--- src/rtl/dot_pe.sv ---
// rtl/dot_pe.sv - fixed-point dot-product PE: bias + sum(din1*din2), floor, optional ReLU, saturate
module dot_pe #(
  parameter int DATA_W = 16,
  parameter int FRAC   = 8,
  parameter int LEN    = 84,
  parameter int ACC_W  = 40,
  parameter int OUT_W  = 16,
  parameter int RELU   = 0
) (
  input  logic                     clk,
  input  logic                     reset_n,
  input  logic                     start,
  input  logic signed [DATA_W-1:0] bias,
  input  logic                     in_valid,
  output logic                     in_ready,
  input  logic signed [DATA_W-1:0] din1,
  input  logic signed [DATA_W-1:0] din2,
  output logic                     out_valid,
  input  logic                     out_ready,
  output logic signed [OUT_W-1:0]  dout,
  output logic                     sat,
  output logic                     busy
);

  localparam logic [1:0] S_IDLE = 2'd0;
  localparam logic [1:0] S_ACC  = 2'd1;
  localparam logic [1:0] S_FIN  = 2'd2;
  localparam logic [1:0] S_OUT  = 2'd3;

  localparam int CW = $clog2(LEN + 1);
  localparam int RW = ACC_W - FRAC;
  localparam logic [CW-1:0] LAST = CW'(LEN - 1);
  localparam logic signed [RW-1:0] MAX_R = {{(RW-OUT_W+1){1'b0}}, {(OUT_W-1){1'b1}}};
  localparam logic signed [RW-1:0] MIN_R = {{(RW-OUT_W+1){1'b1}}, {(OUT_W-1){1'b0}}};

  logic [1:0]                state_q, state_d;
  logic signed [ACC_W-1:0]   acc_q, acc_d;
  logic [CW-1:0]             cnt_q, cnt_d;
  logic signed [OUT_W-1:0]   dout_q, dout_d;
  logic                      sat_q, sat_d;

  logic signed [2*DATA_W-1:0] prod;
  logic signed [ACC_W-1:0]    prod_ext;
  logic signed [ACC_W-1:0]    bias_ext;
  logic signed [RW-1:0]       r_floor;
  logic signed [RW-1:0]       r_relu;
  logic signed [OUT_W-1:0]    res;
  logic                       res_sat;

  assign prod     = din1 * din2;
  assign prod_ext = {{(ACC_W-2*DATA_W){prod[2*DATA_W-1]}}, prod};
  assign bias_ext = {{(ACC_W-DATA_W-FRAC){bias[DATA_W-1]}}, bias, {FRAC{1'b0}}};

  // Dropping the low FRAC bits of a two's complement value is a floor, not a truncation toward zero.
  assign r_floor = acc_q[ACC_W-1:FRAC];
  assign r_relu  = (RELU != 0 && r_floor[RW-1]) ? '0 : r_floor;

  always_comb begin
    res     = r_relu[OUT_W-1:0];
    res_sat = 1'b0;
    if (r_relu > MAX_R) begin
      res     = {1'b0, {(OUT_W-1){1'b1}}};
      res_sat = 1'b1;
    end else if (r_relu < MIN_R) begin
      res     = {1'b1, {(OUT_W-1){1'b0}}};
      res_sat = 1'b1;
    end
  end

  always_comb begin
    state_d = state_q;
    acc_d   = acc_q;
    cnt_d   = cnt_q;
    dout_d  = dout_q;
    sat_d   = sat_q;
    case (state_q)
      S_IDLE: begin
        if (start) begin
          state_d = S_ACC;
          acc_d   = bias_ext;
          cnt_d   = '0;
        end
      end
      S_ACC: begin
        if (in_valid) begin
          acc_d = acc_q + prod_ext;
          cnt_d = cnt_q + CW'(1);
          if (cnt_q == LAST) state_d = S_FIN;
        end
      end
      S_FIN: begin
        state_d = S_OUT;
        dout_d  = res;
        sat_d   = res_sat;
      end
      S_OUT: begin
        // A start on the handshake chains straight into the next run without an IDLE bubble.
        if (out_ready) begin
          if (start) begin
            state_d = S_ACC;
            acc_d   = bias_ext;
            cnt_d   = '0;
          end else begin
            state_d = S_IDLE;
          end
        end
      end
      default: state_d = S_IDLE;
    endcase
  end

  always_ff @(posedge clk or negedge reset_n) begin
    if (!reset_n) begin
      state_q <= S_IDLE;
      acc_q   <= '0;
      cnt_q   <= '0;
      dout_q  <= '0;
      sat_q   <= 1'b0;
    end else begin
      state_q <= state_d;
      acc_q   <= acc_d;
      cnt_q   <= cnt_d;
      dout_q  <= dout_d;
      sat_q   <= sat_d;
    end
  end

  assign in_ready  = (state_q == S_ACC);
  assign out_valid = (state_q == S_OUT);
  assign busy      = (state_q != S_IDLE);
  assign dout      = dout_q;
  assign sat       = sat_q;

endmodule

--- config.mk ---
export PLATFORM = sky130hd
export DESIGN_NAME = dot_pe
export DESIGN_NICKNAME = d
export VERILOG_FILES = /design/src/rtl/dot_pe.sv
export SDC_FILE = /design/constraint.sdc
export NUM_CORES = 1
export LEC_CHECK = 0
export ABC_AREA = 1
export CELL_PAD_IN_SITES_DETAIL_PLACEMENT = 1
export CELL_PAD_IN_SITES_GLOBAL_PLACEMENT = 2
export CORE_MARGIN = 1.5
export CORE_UTILIZATION = 40
export CTS_CLUSTER_SIZE = 10
export DETAILED_ROUTE_END_ITERATION = 16
export PLACE_DENSITY_LB_ADDON = 0.12
export SYNTH_ARGS = -nofsm -noshare
export SYNTH_HDL_FRONTEND = slang
export SYNTH_SLANG_ARGS = --single-unit
--- constraint.sdc ---
create_clock -name clk -period 6.9 [get_ports clk]
set_input_delay 2.07 -clock clk [delete_from_list [all_inputs] [get_ports clk]]
set_output_delay 2.07 -clock clk [all_outputs]
set_load 0.005 [all_outputs]
# Word level (Yosys, flattened, before mapping)
# Cells that the tools add are included.
# Widths: inputs -> output; s select.
dict set report classes {
  add_sub_neg 2
  mul 1
  n_lt_le_gt_ge 2
  n_eq_ne 8
  n_mux 18
  n_reduce_logical 5
}
# cell count
set op_table {}
lappend op_table {{$mux 40} 3}
lappend op_table {{$pmux 40 s3} 1}
lappend op_table {{$add 40x32->40} 1}
lappend op_table {{$gt 32x16->1 const B} 1}
lappend op_table {{$lt 32x16->1 const B} 1}
lappend op_table {{$mul 16x16->32} 1}
lappend op_table {{$mux 16} 2}
lappend op_table {{$mux 7} 3}
lappend op_table {{$pmux 7 s3} 1}
lappend op_table {{$mux 2} 4}
lappend op_table {{$pmux 2 s4} 1}
lappend op_table {{$add 7x1->7 const B} 1}
lappend op_table {{$eq 7x7->1 const B} 1}
lappend op_table {{$eq 2x2->1 const B} 2}
lappend op_table {{$ne 2x1->1 const B} 2}
lappend op_table {{$ne 2x2->1 const B} 2}
lappend op_table {{$reduce_and 4->1} 1}
lappend op_table {{$mux 1} 3}
lappend op_table {{$reduce_and 3->1} 1}
lappend op_table {{$reduce_bool 3->1} 1}
lappend op_table {{$eq 2x1->1 const B} 1}
lappend op_table {{$logic_not 2->1} 1}
lappend op_table {{$reduce_bool 2->1} 1}
dict set report totals {
  ff_bits 66
  in_bits 53
}

# Longest topological paths before layout
# Gate-level depths: netlist of run 1.
dict set report logic_depth {
  depth_word 4
  mapped_depth 30
  mapped_depth_nobuf 28
}

# Worst setup path after synthesis of run 1
# Ideal clock, no wire load.
dict set report synth_path {
  path_type {input port to flip-flop}
  from {in din2[3]}
  to {reg acc_q[39]}
  setup_ns 0.117
  t_arrival_ns 7.471
  path_slack_ns -0.689
  path_stages 24
  n_path_buf 2
  cell_sequence {clkbuf_1 > clkbuf_1 > nand2_1 > inv_1 > fa_1 > fa_1 > inv_1 > fa_1 > fa_1 > inv_1 > fa_1 > inv_1 > fa_1 > inv_1 > ha_1 > nand2_1 > nor2_1 > nand2_1 > nor2_1 > nand3_1 > nand3_1 > nand2_1 > nand3_1 > nand2_1}
}
dict set report synth_via {
  elab_chain_cells 4
}
# item line
set synth_lines {}
lappend synth_lines {{from (decl)} 17} ;# input logic signed [DATA_W-1:0] din2,
lappend synth_lines {{$mul 16x16->32} 50} ;# assign prod = din1 * din2;
lappend synth_lines {{$add 40x32->40} 86} ;# acc_d = acc_q + prod_ext;
lappend synth_lines {{$mux 40} 85} ;# if (in_valid) begin
lappend synth_lines {{$pmux 40 s3} 76} ;# case (state_q)
lappend synth_lines {{to (signal assigned)} 115} ;# acc_q <= '0;
lappend synth_lines {{to (signal assigned)} 121} ;# acc_q <= acc_d;
lappend synth_lines {{to (decl)} 37} ;# logic signed [ACC_W-1:0] acc_q, acc_d;
# Every way passes these cells. The select of a mux whose other input is x is not followed.
# A chain may end at the register's enable or synchronous reset.

# Worst setup path in the final report of run 1
dict set report layout_path {
  from {in din1[15]}
  to {reg acc_q[36]}
}
dict set report layout_via {
  elab_chain_cells 4
}
# item line
set layout_lines {}
lappend layout_lines {{from (decl)} 16} ;# input logic signed [DATA_W-1:0] din1,
lappend layout_lines {{$mul 16x16->32} 50}
lappend layout_lines {{$add 40x32->40} 86}
lappend layout_lines {{$mux 40} 85}
lappend layout_lines {{$pmux 40 s3} 76}
# Every way passes these cells. The select of a mux whose other input is x is not followed.

==> results of run 1 <==
## stage by stage
| stage | cells | area, sq um | hold slack (ns) | util |
|---|---|---|---|---|
| floorplan | 2191 | 17300 | 0.459 | - |
| global placement | 2904 | 19700 | 0.470 | 0.480 |
| detailed placement | 2904 | 19700 | 0.482 | 0.480 |
| CTS | 3035 | 22400 | 0.498 | 0.547 |
| global route | 3063 | 23200 | 0.519 | 0.567 |
| finish | 3063 | 23200 | 0.495 | 0.567 |
## cell families after synthesis
| kind of cell | count (synthesis) | synth area share |
|---|---|---|
| flip-flops | 66 | 0.0994 |
| buffers and inverters | 759 | 0.173 |
| AND/OR/NAND/NOR | 777 | 0.187 |
| XOR/XNOR | 14 | 0.00738 |
| adder cells (fa/ha/maj) | 452 | 0.489 |
| multiplexers | 1 | 0.000602 |
| AO/OA/AOI/OAI | 122 | 0.0434 |
## worst max-delay path, cell delays in order
cell and delay (ns):
buf_12 0.09, buf_12 0.14, buf_4 0.15, nand2_2 0.07
fa_2 0.66, fa_1 0.49, fa_2 0.59, inv_2 0.05
fa_2 0.48, fa_1 0.53, inv_1 0.05, fa_1 0.48
inv_1 0.07, ha_4 0.29, nand2_2 0.09, buf_4 0.15
nor2_4 0.11, nand2_4 0.08, nor2_4 0.12, nand4_1 0.21
nand3_2 0.15, nand2_2 0.05, nand3_2 0.08, nand2_1 0.06
## state kept, by name, summed over array words and instances (netlist names)
register and count:
cnt_q 7, state_q 2, dout 16, acc_q 40, sat 1
## synth_stat cells (all sizes together)
master	number	area [sq um]
inv	685	2580
a31o	1	8.76
a31oi	2	12.5
dfrtp	66	1650
o21bai	19	143
or2	2	12.5
nor3b	2	15.0
nor4	5	31.3
o21ai	49	245
nand3b	6	45.0
ha	122	1530
fa	330	6610
clkbuf	63	238
mux2i	1	10.0
nor3	10	55.1
nand3	54	270
nand4	13	81.3
buf	10	63.8
a22o	9	78.8
a21oi	32	160
xor2	2	17.5
nor2	106	408
xnor2	12	105
nand2	579	2190
clkinv	1	3.75
o211ai	8	60.1
o22ai	2	12.5
## routing by layer
| metal | global-route usage | vias up | part of all wire |
|---|---|---|---|
| li1 | - | 6901 | - |
| met1 | 0.385 | 7684 | 0.43 |
| met2 | 0.520 | 252 | 0.51 |
| met3 | 0.0268 | 101 | 0.026 |
| met4 | 0.105 | 0 | 0.034 |
| met5 | 0 | - | 0 |
## worst min path at each step
stage                               startpoint                   end  slack [ns]  depth (start not counted)
final                      dout[2]$_DFFE_PN0N_   dout[2]$_DFFE_PN0N_        0.49                          2
after global routing      dout[15]$_DFFE_PN0N_  dout[15]$_DFFE_PN0N_        0.52                          2
after CTS                  dout[6]$_DFFE_PN0N_   dout[6]$_DFFE_PN0N_        0.50                          2
after detailed placement   dout[6]$_DFFE_PN0N_   dout[6]$_DFFE_PN0N_        0.48                          2
after global placement    dout[14]$_DFFE_PN0N_  dout[14]$_DFFE_PN0N_        0.47                          2
after floorplan           acc_q[5]$_DFFE_PN0P_  acc_q[5]$_DFFE_PN0P_        0.46                          2
## repair_timing
item / in CTS / in global routing
gates cloned: 14 / 0
endpoints found under the setup margin: 32 / 29
resized for setup: 483 / 206
buffers inserted: 101 / 31
pin swaps: 212 / 145
## area by class of cell
cell class	count	share of cell area
tap	532	0.0287
clock buffer	9	0.00970
multi-input combinational	1366	0.603
inverter	686	0.112
clock inverter	7	0.00264
sequential	66	0.0712
timing repair buffer	397	0.172
==> impl_results.md, run 1 <==
* Final nets at 3031
* Crit end category: register
* Vias in the first global route at 16932
* Status: finished with violations
* Die area at 42800 sq um
* Initial Utilization at 0.406
* Via count at 14938
* Top-Level Pins at 73
* Detail Route Antenna Nets at 0
* DRC viols at 0
* DR iter-0 viols at 686
* Critical Path End: acc_q[36]$_DFFE_PN0P_
* Global Route Usage Sum at 0.297
* DIE HEIGHT at 207 microns
* Vias per cell at 4.88
* Clock Latency Late Sink at 0.37 ns
* Max FO, Critical Path at 6
* CTS Buf Count at 9
* FILL cells at 4870
* Distinct cell type count after synthesis at 39
* Startpoint types: input port
* Final Cycle Share at 1.03
* YS warnings at 0
* CTS max path bufs at 2
* Seq/Total Area, Yosys at 0.0994
* Max cap viols at 0
* CTS tree: yes
* Peak Freq at 141 MHz
* Final setup TNS at -2.14 ns
* N_diodes at 0
* Number of core rows at 74
* Most common cell after layout, fill and taps aside: inv_1
* Antenna violations before repair at 0
* Clock transition at path regs at 0.06 ns
* Hold_buf cts at 0
* Syn nets at 2696
* Mean Syn Cell Area at 7.59 sq um
* Worst flop-to-flop path startpoint: acc_q[15]$_DFFE_PN0P_
* Fin. max-slew vios at 0
* Setup WS post-layout at -0.180 ns
* Worst Setup SP: din1[15]
* Yosys reg bits at 66
* Routed wire length at 61.4 mm
* Final setup vio count at 22
* RSZ-0062 raised after global routing: yes
* Violations in the final reports: negative setup slack
* Layout cell share with drive strength beyond 1 at 0.315
* Clk sink count at 66
* Port Buffers at 72
* Hold Crit Class: register to register
* Gate Count Post-Synth at 2191
* Worst slew margin at 0.314
* 1st-pass router iterations at 5
* Die width at 207 microns
* Endpoints failing hold at 0
* FF/Latch Area at 1650 sq um
* R2R depth at 20
* Clock skew at 0.0123 ns
* Most frequent cells in the layout: 584 x inv_1, 437 x nand2_1, 302 x fa_1, 233 x buf_4, 94 x nand2_2
* DP Worst Slack at -1.24 ns
* Global route overflow at 0
* R2R Path End: acc_q[26]$_DFFE_PN0P_
* CORE AREA at 40900 sq um
* Critical path class: input port to register
* Arr. time, crit path at 7.33 ns
* Final min period at 7.08 ns
* Area Growth Syn to Fin at 39.6%
* Area of the multi-input gates at 14000 sq um
* Post-DP HPWL at 46.7 mm
* Final GP Congestion at 0.930
* Htree depth at 3
* Worst path required time at 7.15 ns
* Reg2reg setup slack at 2.20 ns
* Largest net degree at the start of global routing at 67
* CTS root buffer: clkbuf_16
* First-pass GRT wire length at 95.0 mm
* Slew @ Worst Pin at 1.03 ns
* Wire length per cell at 20.0 microns
* Synthesized area at 16600 sq um
Power of run 1 is left out: the tool's default activity adds up to more than one toggle a clock period on the data nets, which glitch-free logic cannot reach.
==> inputs of run 2 (changes only) <==
- CORE_UTILIZATION: 40 -> 34
- clock period: 6.9 -> 5.8 ns (I/O delays scaled with it)
==> impl_results.md, run 2 (same netlist as run 1, synthesis figures left out) <==
* Max cap viols at 0 (unchanged)
* Slew @ Worst Pin at 1.06 ns (+0.0336 ns)
* CORE AREA at 47900 sq um (+17%)
* Most common cell after layout, fill and taps aside: inv_1
* Final setup vio count at 31 (+41%)
* Top-Level Pins at 73 (unchanged)
* Critical Path End: acc_q[38]$_DFFE_PN0P_
* Max FO, Critical Path at 4 (-2)
* Most used cell, CP: inv_2
* Peak Freq at 150 MHz
* Routed wire length at 63.7 mm (+3.9%)
* Worst path required time at 6.06 ns (-1.09 ns)
* Vias in the first global route at 17158 (+1.3%)
* Area Growth Syn to Fin at 45.7%
* DR iter-0 viols at 603 (-12%)
* Final Util at 0.505 (-0.0619)
* Largest register FFs at 40 (unchanged)
* Hold Crit Class: register to register
* Die width at 224 microns (+8.3%)
* Arr. time, crit path at 6.92 ns (-0.41 ns)
* Final min period at 6.65 ns
* Clk sink count at 66 (unchanged)
* CTS max path bufs at 2 (unchanged)
* Worst Setup SP: din2[4]
* Hold_buf cts at 0 (unchanged)
* Layout cell share with drive strength beyond 1 at 0.376 (+0.0606)
* R2R Path End: acc_q[39]$_DFFE_PN0P_
* Die area at 50200 sq um (+17%)
* Crit end category: register
* Endpoints failing hold at 0 (unchanged)
* Htree depth at 3 (unchanged)
* Port Buffers at 72 (unchanged)
* DRC viols at 0 (unchanged)
* Initial Utilization at 0.347 (-0.0595)
* Reg2reg setup slack at 1.03 ns (-1.17 ns)
* Clock skew at 0.00881 ns (-0.00348 ns)
* Number of core rows at 80 (+8.1%)
* Final nets at 3030 (-0.033%)
* Wire length per cell at 20.3 microns (+1.1%)
* Violations in the final reports: negative setup slack
* DIE HEIGHT at 224 microns (+8.3%)
* 1st-pass router iterations at 5 (unchanged)
* Global route overflow at 0 (unchanged)
* Via count at 14961 (+0.15%)
* Worst flop-to-flop path startpoint: acc_q[15]$_DFFE_PN0P_
* Detail Route Antenna Nets at 0 (unchanged)
* Critical path class: input port to register
* Vias per cell at 4.76 (-2.5%)
* CTS Buf Count at 9 (unchanged)
* Critical path's largest stage delay at 0.57 ns (-0.09 ns)
* CTS tree: yes
* Worst slew margin at 0.292 (-0.0224)
* Startpoint types: input port
* First-pass GRT wire length at 100 mm (+5.5%)
* Final GP Congestion at 0.882 (-5.2%)
* Largest net degree at the start of global routing at 67 (unchanged)
* Clock Latency Late Sink at 0.37 ns (about the same)
* Most frequent cells in the layout: 546 x inv_1, 372 x nand2_1, 289 x fa_1, 192 x buf_4, 129 x nand2_2
* Biggest register: acc_q
* Critical path's slowest cell: fa_1
* Antenna violations before repair at 1 (+1)
* Post-DP HPWL at 50.4 mm (+7.9%)
* Setup WS post-layout at -0.854 ns (-0.673 ns)
* CTS root buffer: clkbuf_16
* R2R depth at 24 (+20%)
* Status: finished with violations
* Clock transition at path regs at 0.07 ns (about the same)
* Global Route Usage Sum at 0.266 (-0.0310)
* Final Cycle Share at 1.15
* RSZ-0062 raised after global routing: yes
* Fin. max-slew vios at 0 (unchanged)
run 2: changes by cell type in the layout (fill, tap and decap cells not counted), sizes merged, moves of 2 or more:
cell    change
buf         +6
bufbuf      -6
clkbuf      +2
inv         -2
run 2: what timing repair did:
item | in CTS | in global routing
hold endpoints to repair | 0 | 0
setup buffers | 104 | 34
pin swaps | 273 | 243
resized for setup | 594 | 267
setup endpoints to repair | 34 | 33
cloned | 10 | 0
run 2: layout make-up:
type                    instances  area (sq um)
flip-flops and latches         66          1650
repair buffers                396          4130
clock inverters                 5          62.6
inverters                     686          2630
multi-input cells            1366         14700
fillers                      5571         23700
diodes                          1          2.50
clock buffers                  11           243
well taps                     615           769
run 2: how the worst min path moves through the flow:
| stage | from | endpoint | slack [ns] | depth (start not counted) |
|---|---|---|---|---|
| after detailed placement | dout[1]$_DFFE_PN0N_ | dout[1]$_DFFE_PN0N_ | 0.48 | 2 |
| final | dout[0]$_DFFE_PN0N_ | dout[0]$_DFFE_PN0N_ | 0.49 | 2 |
| after global routing | dout[8]$_DFFE_PN0N_ | dout[8]$_DFFE_PN0N_ | 0.52 | 2 |
| after global placement | dout[1]$_DFFE_PN0N_ | dout[1]$_DFFE_PN0N_ | 0.47 | 2 |
| after floorplan | acc_q[5]$_DFFE_PN0P_ | acc_q[5]$_DFFE_PN0P_ | 0.46 | 2 |
| after CTS | dout[1]$_DFFE_PN0N_ | dout[1]$_DFFE_PN0N_ | 0.49 | 2 |
run 2: worst max-delay path, delay by kind of cell:
family / cells / cell delay (ns)
AND/OR/NAND/NOR: 11 / 0.87
adder cells (fa/ha/maj): 7 / 3.45
buffers and inverters: 10 / 0.83
run 2: layer usage:
| layer | up-vias | wire length (microns) | track usage |
|---|---|---|---|
| met5 | - | 0 | 0 |
| met4 | 0 | 1960 | 0.0824 |
| met3 | 87 | 2350 | 0.0291 |
| met2 | 264 | 30600 | 0.441 |
| met1 | 7703 | 28800 | 0.365 |
| li1 | 6907 | - | - |
run 2: metrics by stage:
step	worst slack, ns	setup TNS (ns)	hold WS, ns	cells	instance area (sq um)
finish	-0.854	-22.14	0.491	3146	24200
global route	-1.03	-26.90	0.516	3146	24200
CTS	-0.918	-22.59	0.494	3119	23300
detailed placement	-1.81	-53.86	0.477	2993	20300
global placement	-1.83	-52.85	0.469	2993	20300
floorplan	-0.911	-17.83	0.459	2191	17900
Power of run 2 is left out for the same reason.
==> inputs of run 3 (changes only) <==
- GPL_TIMING_DRIVEN: default -> 0
==> impl_results.md, run 3 (same netlist as run 1, synthesis figures left out) <==
* Final GP Congestion at 0.886 (+0.41%)
* Final setup vio count at 32 (+3.2%)
* Slew @ Worst Pin at 1.18 ns (+0.114 ns)
* Critical path's largest stage delay at 0.57 ns (about the same)
* Crit end category: register
* DRC viols at 0 (unchanged)
* Die area at 50200 sq um (unchanged)
* CTS tree: yes
* CORE AREA at 47900 sq um (unchanged)
* RSZ-0062 raised after global routing: yes
* Startpoint types: input port
* CTS Buf Count at 9 (unchanged)
* Vias per cell at 4.73 (-0.50%)
* Largest register FFs at 40 (unchanged)
* Worst slew margin at 0.212 (-0.0797)
* Top-Level Pins at 73 (unchanged)
* Violations in the final reports: negative setup slack
* First-pass GRT wire length at 94.7 mm (-5.5%)
* Fin. max-slew vios at 0 (unchanged)
* Area Growth Syn to Fin at 35.3%
* Clock Latency Late Sink at 0.36 ns (about the same)
* Final min period at 6.65 ns (-0.00352 ns)
* Worst flop-to-flop path startpoint: acc_q[15]$_DFFE_PN0P_
* Status: finished with violations
* Setup WS post-layout at -0.850 ns (+0.00352 ns)
* Most common cell after layout, fill and taps aside: inv_1
* Worst Hold Path EP: dout[0]$_DFFE_PN0N_
* Endpoints failing hold at 0 (unchanged)
* 1st-pass router iterations at 5 (unchanged)
* Most frequent cells in the layout: 580 x inv_1, 414 x nand2_1, 299 x fa_1, 91 x nand2_2, 84 x inv_2
* Max FO, Critical Path at 6 (+2)
* Peak Freq at 150 MHz (about the same)
* Initial Utilization at 0.347 (unchanged)
* Worst path required time at 6.05 ns (about the same)
* CTS root buffer: clkbuf_16
* DR iter-0 viols at 511 (-15%)
* Clock transition at path regs at 0.06 ns (about the same)
* Wire length per cell at 20.5 microns (+1.1%)
* Global Route Usage Sum at 0.254 (-0.0126)
* Via count at 14053 (-6.1%)
* Global route overflow at 0 (unchanged)
* Clk sink count at 66 (unchanged)
* Htree depth at 3 (unchanged)
* R2R Path End: acc_q[34]$_DFFE_PN0P_
* Most used cell, CP: fa_1
* Detail Route Antenna Nets at 0 (unchanged)
* Arr. time, crit path at 6.90 ns (-0.02 ns)
* Vias in the first global route at 15650 (-8.8%)
* CTS max path bufs at 2 (unchanged)
* N_diodes at 0 (-1)
* Hold Crit Class: register to register
* Critical path's slowest cell: fa_1
* CP delay by family, top: adder cells
* Max cap viols at 0 (unchanged)
* Final setup TNS at -20.62 ns (+1.52 ns)
* Worst hold stages at 2 (unchanged)
* Final Cycle Share at 1.15 (about the same)
* DIE HEIGHT at 224 microns (unchanged)
* Antenna violations before repair at 0 (-1)
* Critical path class: input port to register
* Largest net degree at the start of global routing at 63 (-6.0%)
* Die width at 224 microns (unchanged)
* Clock skew at 0.00645 ns (-0.00236 ns)
* Worst Min Path Start: dout[0]$_DFFE_PN0N_
* Routed wire length at 60.8 mm (-4.6%)
* Final nets at 2855 (-5.8%)
* Biggest register: acc_q
* Port Buffers at 43 (-40%)
* R2R depth at 21 (-13%)
* Buffers & Inverters on Critical Path at 8 (-2)
* Number of core rows at 80 (unchanged)
* Post-DP HPWL at 51.7 mm (+2.8%)
* Layout cell share with drive strength beyond 1 at 0.291 (-0.0850)
* Hold_buf cts at 0 (unchanged)
* Reg2reg setup slack at 1.24 ns (+0.21 ns)
[run 3: worst max-delay path by stage]
stage / start / endpoint / slack [ns] / depth (start not counted)
6_report: din2[3] / acc_q[33]$_DFFE_PN0P_ / -0.85 / 25
5_1_grt: din2[3] / acc_q[33]$_DFFE_PN0P_ / -1.01 / 25
4_1_cts: din1[15] / acc_q[36]$_DFFE_PN0P_ / -0.93 / 24
3_5_place_dp: din1[0] / acc_q[28]$_DFFE_PN0P_ / -2.36 / 26
3_3_place_gp: din1[15] / acc_q[36]$_DFFE_PN0P_ / -2.32 / 24
2_1_floorplan: din2[3] / acc_q[39]$_DFFE_PN0P_ / -0.91 / 24
[run 3: through the flow]
stage	cells	worst slack (ns)	utilization	area (sq um)	hold WS, ns
floorplan	2191	-0.911	-	17900	0.459
global placement	2849	-2.32	0.398	19100	0.472
detailed placement	2850	-2.36	0.398	19100	0.481
CTS	2938	-0.925	0.446	21400	0.496
global route	2970	-1.01	0.469	22500	0.509
finish	2970	-0.850	0.469	22500	0.496
[run 3: layer usage]
metal  up-vias  routed length (microns)  global-route usage  share of wire
met5         -                        0                   0              0
met4         0                     1630              0.0667          0.027
met3        62                     1770              0.0266          0.029
met2       175                    29800               0.430           0.49
met1      7273                    27600               0.346           0.45
li1       6543                        -                   -              -
[run 3: timing repair]
action,CTS,global route
endpoints found under the setup margin,36,32
setup buffers,69,33
cloned,3,1
resized for setup,349,249
hold endpoints to repair,0,0
pin swaps,179,188
[run 3: area by class of cell]
| cell class | instances | area, sq um |
|---|---|---|
| sequential | 66 | 1650 |
| inverter | 686 | 2630 |
| buffer | 73 | 1200 |
| multi-input combinational | 1366 | 14500 |
| clock buffer | 10 | 229 |
| tap | 615 | 769 |
| fill | 5594 | 25400 |
| timing repair buffer | 148 | 1440 |
| clock inverter | 6 | 42.5 |
[run 3: worst register-to-register path, stage by stage (launching register included)]
cell and delay, ns:
dfrtp_1 0.38, inv_1 0.15, fa_1 0.44, inv_1 0.09
fa_1 0.45, fa_1 0.50, fa_1 0.57, inv_2 0.04
fa_1 0.50, inv_2 0.05, ha_4 0.33, nand2_4 0.09
nor2_4 0.12, inv_4 0.07, nor3_4 0.14, nand2_1 0.12
nand2_4 0.12, nand2_4 0.06, nand2_1 0.06, nand2_1 0.06
nand3_2 0.06, nand2_1 0.05
Power of run 3 is left out for the same reason.
